===== config.mk =====
export PLATFORM = sky130hd
export DESIGN_NAME = approx_err_monitor_flat
export DESIGN_NICKNAME = d
export VERILOG_FILES = /design/src/rtl/approx_err_monitor_if.sv /design/src/rtl/approx_err_monitor.sv /design/src/flat_wrapper.sv
export SDC_FILE = /design/constraint.sdc
export NUM_CORES = 1
export LEC_CHECK = 0
export BUFFER_PORTS_ARGS = -buffer_cell sky130_fd_sc_hd__buf_2
export CELL_PAD_IN_SITES_DETAIL_PLACEMENT = 1
export CELL_PAD_IN_SITES_GLOBAL_PLACEMENT = 2
export CORE_ASPECT_RATIO = 0.9
export CORE_MARGIN = 2
export CORE_UTILIZATION = 33
export DETAILED_ROUTE_END_ITERATION = 16
export PLACE_DENSITY_LB_ADDON = 0.1
export SYNTH_ARGS = -nofsm -noshare
export SYNTH_HDL_FRONTEND = slang
export SYNTH_SLANG_ARGS = --single-unit

===== constraint.sdc =====
create_clock -name clk -period 4.1 [get_ports clk]
set_input_delay 0 -clock clk [delete_from_list [all_inputs] [get_ports clk]]
set_output_delay 0 -clock clk [all_outputs]
set_load 0.02 [all_outputs]

===== src/rtl/approx_err_monitor_if.sv =====
// Handshake and result bus of approx_err_monitor: sample stream in, run statistics out.
// master = sample/command source, slave = monitor.
interface approx_err_monitor_if #(
   parameter int CNT_W = 16,
   parameter int SUM_W = 32
);
   logic             start;
   logic [CNT_W-1:0] num_samples;
   logic             in_valid;
   logic             in_ready;
   logic [7:0]       a;
   logic [7:0]       b;
   logic [15:0]      r;
   logic             busy;
   logic             done;
   logic [SUM_W-1:0] sum_ed;
   logic [15:0]      max_ed;
   logic [CNT_W-1:0] err_count;
   logic [CNT_W-1:0] over_cnt;

   modport master (
      output start, num_samples, in_valid, a, b, r,
      input  in_ready, busy, done, sum_ed, max_ed, err_count, over_cnt
   );

   modport slave (
      input  start, num_samples, in_valid, a, b, r,
      output in_ready, busy, done, sum_ed, max_ed, err_count, over_cnt
   );
endinterface


===== src/rtl/approx_err_monitor.sv =====
// Error-distance statistics for an 8x8 approximate multiplier over a programmed run of samples.
// Define ERR_MAX_TRACK_EN to track max_ed; otherwise max_ed is constant 0.
module approx_err_monitor #(
   parameter int CNT_W = 16,
   parameter int SUM_W = 32
) (
   input  logic clk,
   input  logic rst,
   approx_err_monitor_if.slave bus
);
   typedef enum logic [1:0] {S_IDLE, S_RUN, S_DRAIN, S_DONE} state_t;

   state_t           r_state, w_next;
   logic [CNT_W-1:0] r_target, r_acc_cnt;
   logic [1:0]       r_vld_pipe;
   logic [15:0]      r_s1_exact, r_s1_r, r_s2_ed;
   logic             r_s2_over;
   logic [SUM_W-1:0] r_sum;
   logic [CNT_W-1:0] r_err, r_over;
   logic             w_start_acc, w_accept, w_last, w_over;
   logic [15:0]      w_ed;
   logic [SUM_W:0]   w_sum_ext;

   assign w_accept  = (r_state == S_RUN) && bus.in_valid;
   assign w_last    = w_accept && (r_acc_cnt == r_target - 1'b1);
   assign w_over    = r_s1_r > r_s1_exact;
   assign w_ed      = w_over ? (r_s1_r - r_s1_exact) : (r_s1_exact - r_s1_r);
   assign w_sum_ext = {1'b0, r_sum} + (SUM_W+1)'(r_s2_ed);

   always_comb begin
      w_next      = r_state;
      w_start_acc = 1'b0;
      case (r_state)
         S_IDLE: if (bus.start) begin
            w_start_acc = 1'b1;
            w_next      = (bus.num_samples == '0) ? S_DONE : S_RUN;
         end
         S_RUN:   if (w_last) w_next = S_DRAIN;
         // last sample leaves stage 2 on the same edge we enter DONE
         S_DRAIN: if (!r_vld_pipe[0]) w_next = S_DONE;
         S_DONE:  w_next = S_IDLE;
         default: w_next = S_IDLE;
      endcase
   end

   always_ff @(posedge clk or posedge rst) begin
      if (rst) begin
         r_state    <= S_IDLE;
         r_target   <= '0;
         r_acc_cnt  <= '0;
         r_vld_pipe <= '0;
         r_s1_exact <= '0;
         r_s1_r     <= '0;
         r_s2_ed    <= '0;
         r_s2_over  <= 1'b0;
      end else begin
         r_state    <= w_next;
         r_vld_pipe <= {r_vld_pipe[0], w_accept};
         if (w_start_acc) begin
            r_target  <= bus.num_samples;
            r_acc_cnt <= '0;
         end else if (w_accept) begin
            r_acc_cnt <= r_acc_cnt + 1'b1;
         end
         if (w_accept) begin
            r_s1_exact <= 16'(bus.a) * 16'(bus.b);
            r_s1_r     <= bus.r;
         end
         r_s2_ed   <= w_ed;
         r_s2_over <= w_over;
      end
   end

   always_ff @(posedge clk or posedge rst) begin
      if (rst) begin
         r_sum  <= '0;
         r_err  <= '0;
         r_over <= '0;
      end else if (w_start_acc) begin
         r_sum  <= '0;
         r_err  <= '0;
         r_over <= '0;
      end else if (r_vld_pipe[1]) begin
         r_sum <= w_sum_ext[SUM_W] ? '1 : w_sum_ext[SUM_W-1:0];
         if (r_s2_ed != 16'd0) r_err  <= r_err + 1'b1;
         if (r_s2_over)        r_over <= r_over + 1'b1;
      end
   end

`ifdef ERR_MAX_TRACK_EN
   logic [15:0] r_max;
   always_ff @(posedge clk or posedge rst) begin
      if (rst)                                       r_max <= '0;
      else if (w_start_acc)                          r_max <= '0;
      else if (r_vld_pipe[1] && (r_s2_ed > r_max))   r_max <= r_s2_ed;
   end
   assign bus.max_ed = r_max;
`else
   assign bus.max_ed = 16'd0;
`endif

   assign bus.in_ready  = (r_state == S_RUN);
   assign bus.busy      = (r_state == S_RUN) || (r_state == S_DRAIN);
   assign bus.done      = (r_state == S_DONE);
   assign bus.sum_ed    = r_sum;
   assign bus.err_count = r_err;
   assign bus.over_cnt  = r_over;
endmodule

===== src/flat_wrapper.sv =====
// flat-port wrapper written by rule: the top's interface ports become plain ports
module approx_err_monitor_flat 
#(
   parameter int CNT_W = 16,
   parameter int SUM_W = 32
)
  (clk, rst, bus_start, bus_num_samples, bus_in_valid, bus_a, bus_b, bus_r, bus_in_ready, bus_busy, bus_done, bus_sum_ed, bus_max_ed, bus_err_count, bus_over_cnt);
  approx_err_monitor_if #(.CNT_W(CNT_W), .SUM_W(SUM_W)) bus_i ();
  input  logic clk;
  input  logic rst;
  input wire logic [$bits(bus_i.start)-1:0] bus_start;
  input wire logic [$bits(bus_i.num_samples)-1:0] bus_num_samples;
  input wire logic [$bits(bus_i.in_valid)-1:0] bus_in_valid;
  input wire logic [$bits(bus_i.a)-1:0] bus_a;
  input wire logic [$bits(bus_i.b)-1:0] bus_b;
  input wire logic [$bits(bus_i.r)-1:0] bus_r;
  output wire logic [$bits(bus_i.in_ready)-1:0] bus_in_ready;
  output wire logic [$bits(bus_i.busy)-1:0] bus_busy;
  output wire logic [$bits(bus_i.done)-1:0] bus_done;
  output wire logic [$bits(bus_i.sum_ed)-1:0] bus_sum_ed;
  output wire logic [$bits(bus_i.max_ed)-1:0] bus_max_ed;
  output wire logic [$bits(bus_i.err_count)-1:0] bus_err_count;
  output wire logic [$bits(bus_i.over_cnt)-1:0] bus_over_cnt;
  assign bus_i.start = bus_start;
  assign bus_i.num_samples = bus_num_samples;
  assign bus_i.in_valid = bus_in_valid;
  assign bus_i.a = bus_a;
  assign bus_i.b = bus_b;
  assign bus_i.r = bus_r;
  assign bus_in_ready = bus_i.in_ready;
  assign bus_busy = bus_i.busy;
  assign bus_done = bus_i.done;
  assign bus_sum_ed = bus_i.sum_ed;
  assign bus_max_ed = bus_i.max_ed;
  assign bus_err_count = bus_i.err_count;
  assign bus_over_cnt = bus_i.over_cnt;
  approx_err_monitor #(.CNT_W(CNT_W), .SUM_W(SUM_W)) u_core (.clk(clk), .rst(rst), .bus(bus_i));
endmodule

==> flow_summary.json <==
{
  "tritoncts": "done",
  "clk_pin_slew_ns": 0.07,
  "synth-warning-count": 0,
  "rows": 63,
  "first_global_vias": 9752,
  "period_needed_ns": 3.784,
  "antenna_cells": 0,
  "post_cts_buffers": 0,
  "min_path_type": "input pin to register",
  "drtIter0Drc": 382,
  "rsz0062_at_grt": "no",
  "crit_arrival_ns": 4.09,
  "multi_input_area_um2": 6739,
  "wire_per_inst_um": 16.68,
  "cts.htree.levels": 4,
  "ys.flop_type": "dfrtp_1",
  "hold_buffers": 34,
  "gr-total-overflow": 0,
  "postSynthCellCount": 1259,
  "seqCellArea_um2": 3729,
  "reg2reg_from": "u_core.r_s2_ed[1]$_DFF_PP0_",
  "final_cell_mix": "149 x dfrtp_1, 138 x nand2_1, 122 x inv_1",
  "grt_max_degree": 97,
  "worstPathMaxFanout": 5,
  "synth_top_family_by_area": "simple AND/OR/NAND/NOR gates",
  "vias_per_cell": 5.045,
  "holdWs_ns": 0.03723,
  "numCtsBuffers": 17,
  "path_class": "input pin to register",
  "grt_pass1_wl_um": 51270,
  "reg2regPathDepth": 9,
  "synth_xor_area_frac": 0.07459,
  "first_pass_iters": 4,
  "drt.antenna.violating_nets": 0,
  "root_buffer": "clkbuf_16",
  "setup_viol": 0,
  "die_h_um": 178.4,
  "ir_drop_v": 0.0003290,
  "synth_edf_count": 0,
  "layoutNonFillerInstCount": 1862,
  "fp.coreArea_um2": 33110,
  "grt_usage": 0.1836,
  "slew_headroom": 0.3757,
  "required_ns": 4.41,
  "synth_compound_area_frac": 0.1371,
  "numClockSinks": 149,
  "drive_gt1_frac": 0.1465,
  "synth_mux_area_frac": 0.01727,
  "ys_ff_latch": 149,
  "power_density_nw_per_um2": 727.2,
  "finalClockSkew_ns": 0.01163,
  "syn_area_um2": 11160,
  "drc_errors": 0,
  "synth.distinct_cells": 69,
  "clock_path_buffers": 2,
  "cap_violations": 0,
  "routed_wl_um": 31060,
  "endpoint": "u_core.r_s1_exact[15]$_DFFE_PP0P_",
  "ys_seq_area_frac": 0.3342,
  "synthArstFlopShare": 1.000,
  "port_buffers": 118,
  "vias": 9393,
  "ios": 135,
  "insertion_delay_ns": 0.44,
  "totalPowerFinal_mw": 9.645,
  "startpoint": "bus_a[1]",
  "final_common_cell": "dfrtp_1",
  "fmax_mhz": 264.3,
  "crit_path_end_kind": "register",
  "place_hpwl_um": 23860,
  "r2r-end": "u_core.bus.sum_ed[29]$_DFFE_PP0P_",
  "startpoint_type": "input pin",
  "synth-simple-area-share": 0.1965,
  "status": "finished clean",
  "slew_viol_final": 0,
  "reg2reg_slack_ns": 1.00,
  "worst_pin_slew_ns": 0.9364,
  "final_hold_viol_count": 0,
  "place.gp.congestion": 0.8018,
  "antenna_found_initial": 0,
  "fillerInstances": 3914,
  "syn2layout_area_growth_pct": 18.90,
  "dieArea_um2": 35290,
  "fin_crit_sh": 0.9229,
  "nets": 1610,
  "cts_resized": 0,
  "synthAdderAreaFrac": 0.1732,
  "chipWidth_um": 197.8,
  "total_leakage_power_nw": 6.417,
  "start_util": 0.3370,
  "avgSynthCellArea_um2": 8.861,
  "dpl.cell_count": 1796
}
==> critical path: stages <==
cell and delay [ns]:
buf_2 0.13, buf_4 0.15, and2_1 0.17, fa_1 0.42, fa_1 0.49, ha_1 0.29
inv_1 0.05, fa_1 0.53, inv_1 0.04, ha_1 0.29, nor2b_1 0.15, o21a_1 0.19
o21ai_0 0.29, nand3_1 0.15, a21o_1 0.20, o41a_1 0.33, xnor2_1 0.15, o21ai_0 0.08
==> where the power goes <==
group	internal [mW]	switching (mW)	leakage, nW
clock network	0.868	0.744	0.289
logic	2.30	3.30	4.19
registers	1.95	0.478	1.93
==> cells in the mapped netlist, types with 3 or more instances <==
| cell | n | area [um^2] |
|---|---|---|
| dfrtp_1 | 149 | 3729 |
| nand2_1 | 138 | 518.0 |
| inv_1 | 123 | 461.7 |
| ha_1 | 92 | 1151 |
| nor2_1 | 91 | 341.6 |
| o21ai_0 | 81 | 405.4 |
| a21oi_1 | 65 | 325.3 |
| and2_1 | 56 | 350.3 |
| xor2_1 | 51 | 446.7 |
| xnor2_1 | 44 | 385.4 |
| nand3_1 | 41 | 205.2 |
| fa_1 | 39 | 780.8 |
| clkbuf_1 | 32 | 120.1 |
| nand4_1 | 22 | 137.6 |
| a31oi_1 | 20 | 125.1 |
| nor3_1 | 18 | 90.09 |
| mux2i_1 | 17 | 170.2 |
| buf_4 | 16 | 120.1 |
| and3_1 | 12 | 75.07 |
| a21o_1 | 10 | 75.07 |
| nor2b_1 | 10 | 62.56 |
| nor4_1 | 9 | 56.30 |
| o21a_1 | 9 | 67.56 |
| or3_1 | 9 | 56.30 |
| and4_1 | 8 | 70.07 |
| nand2b_1 | 7 | 43.79 |
| o211ai_1 | 7 | 52.55 |
| o31ai_1 | 7 | 52.55 |
| o21bai_1 | 6 | 45.04 |
| buf_2 | 5 | 25.02 |
| o22ai_1 | 5 | 31.28 |
| a21boi_0 | 4 | 30.03 |
| o221a_2 | 4 | 45.04 |
| a211oi_1 | 3 | 22.52 |
| a311oi_1 | 3 | 26.28 |
==> worst min path at each step <==
stage               slack (ns)  startpoint  cells after the start                               end
detailed placement        0.21   bus_r[10]                      3     u_core.r_s1_r[10]$_DFFE_PP0P_
floorplan                 0.11   bus_r[15]                      2     u_core.r_s1_r[15]$_DFFE_PP0P_
finish                    0.04    bus_a[0]                      4  u_core.r_s1_exact[0]$_DFFE_PP0P_
CTS                       0.01    bus_a[0]                      4  u_core.r_s1_exact[0]$_DFFE_PP0P_
global placement          0.20   bus_r[14]                      3     u_core.r_s1_r[14]$_DFFE_PP0P_
global route              0.05    bus_a[0]                      4  u_core.r_s1_exact[0]$_DFFE_PP0P_
==> through the flow <==
| stage | instance area (um^2) | utilization | TNS, ns | worst slack [ns] |
|---|---|---|---|---|
| after CTS | 13260 | 0.4006 | 0 | 0.2845 |
| after global placement | 12340 | 0.3727 | -0.1568 | -0.1047 |
| after floorplan | 11210 | - | 0 | 0.09196 |
| after detailed placement | 12340 | 0.3727 | -0.2687 | -0.1788 |
| final | 13260 | 0.4006 | 0 | 0.3162 |
| after global routing | 13260 | 0.4006 | 0 | 0.03127 |
==> cells by family after synthesis <==
group           count (synthesis)
buf+inv                       179
compound gates                246
mux                            19
other cells                     1
flops                         149
xor+xnor                       95
simple gates                  439
fa+ha+maj                     131
==> layer usage <==
| metal | track usage | vias up | wire [um] |
|---|---|---|---|
| met4 | 0.04198 | 0 | 356 |
| met1 | 0.2589 | 4672 | 15530 |
| met3 | 0.02609 | 21 | 690 |
| li1 | - | 4588 | - |
| met5 | 0 | - | 0 |
| met2 | 0.2980 | 112 | 14480 |
==> flip-flops by register name, indices dropped and copies added, names as in the netlist <==
| name | count |
|---|---|
| u_core.r_s1_exact | 16 |
| u_core.r_vld_pipe | 2 |
| u_core.r_state | 2 |
| u_core.bus.err_count | 16 |
| u_core.r_s1_r | 16 |
| u_core.r_s2_ed | 16 |
| u_core.bus.sum_ed | 32 |
| u_core.bus.over_cnt | 16 |
| u_core.r_s2_over | 1 |
| u_core.r_acc_cnt | 16 |
| u_core.r_target | 16 |
==> cell type report <==
cell class,instances,share of cell area
Multi-Input combinational cell,946,0.5081
Sequential cell,149,0.2811
Timing Repair Buffer,190,0.09169
Tap cell,422,0.03981
Inverter,123,0.03519
Clock buffer,17,0.03207
Clock inverter,15,0.01207
(Power assumes the default switching activity.)
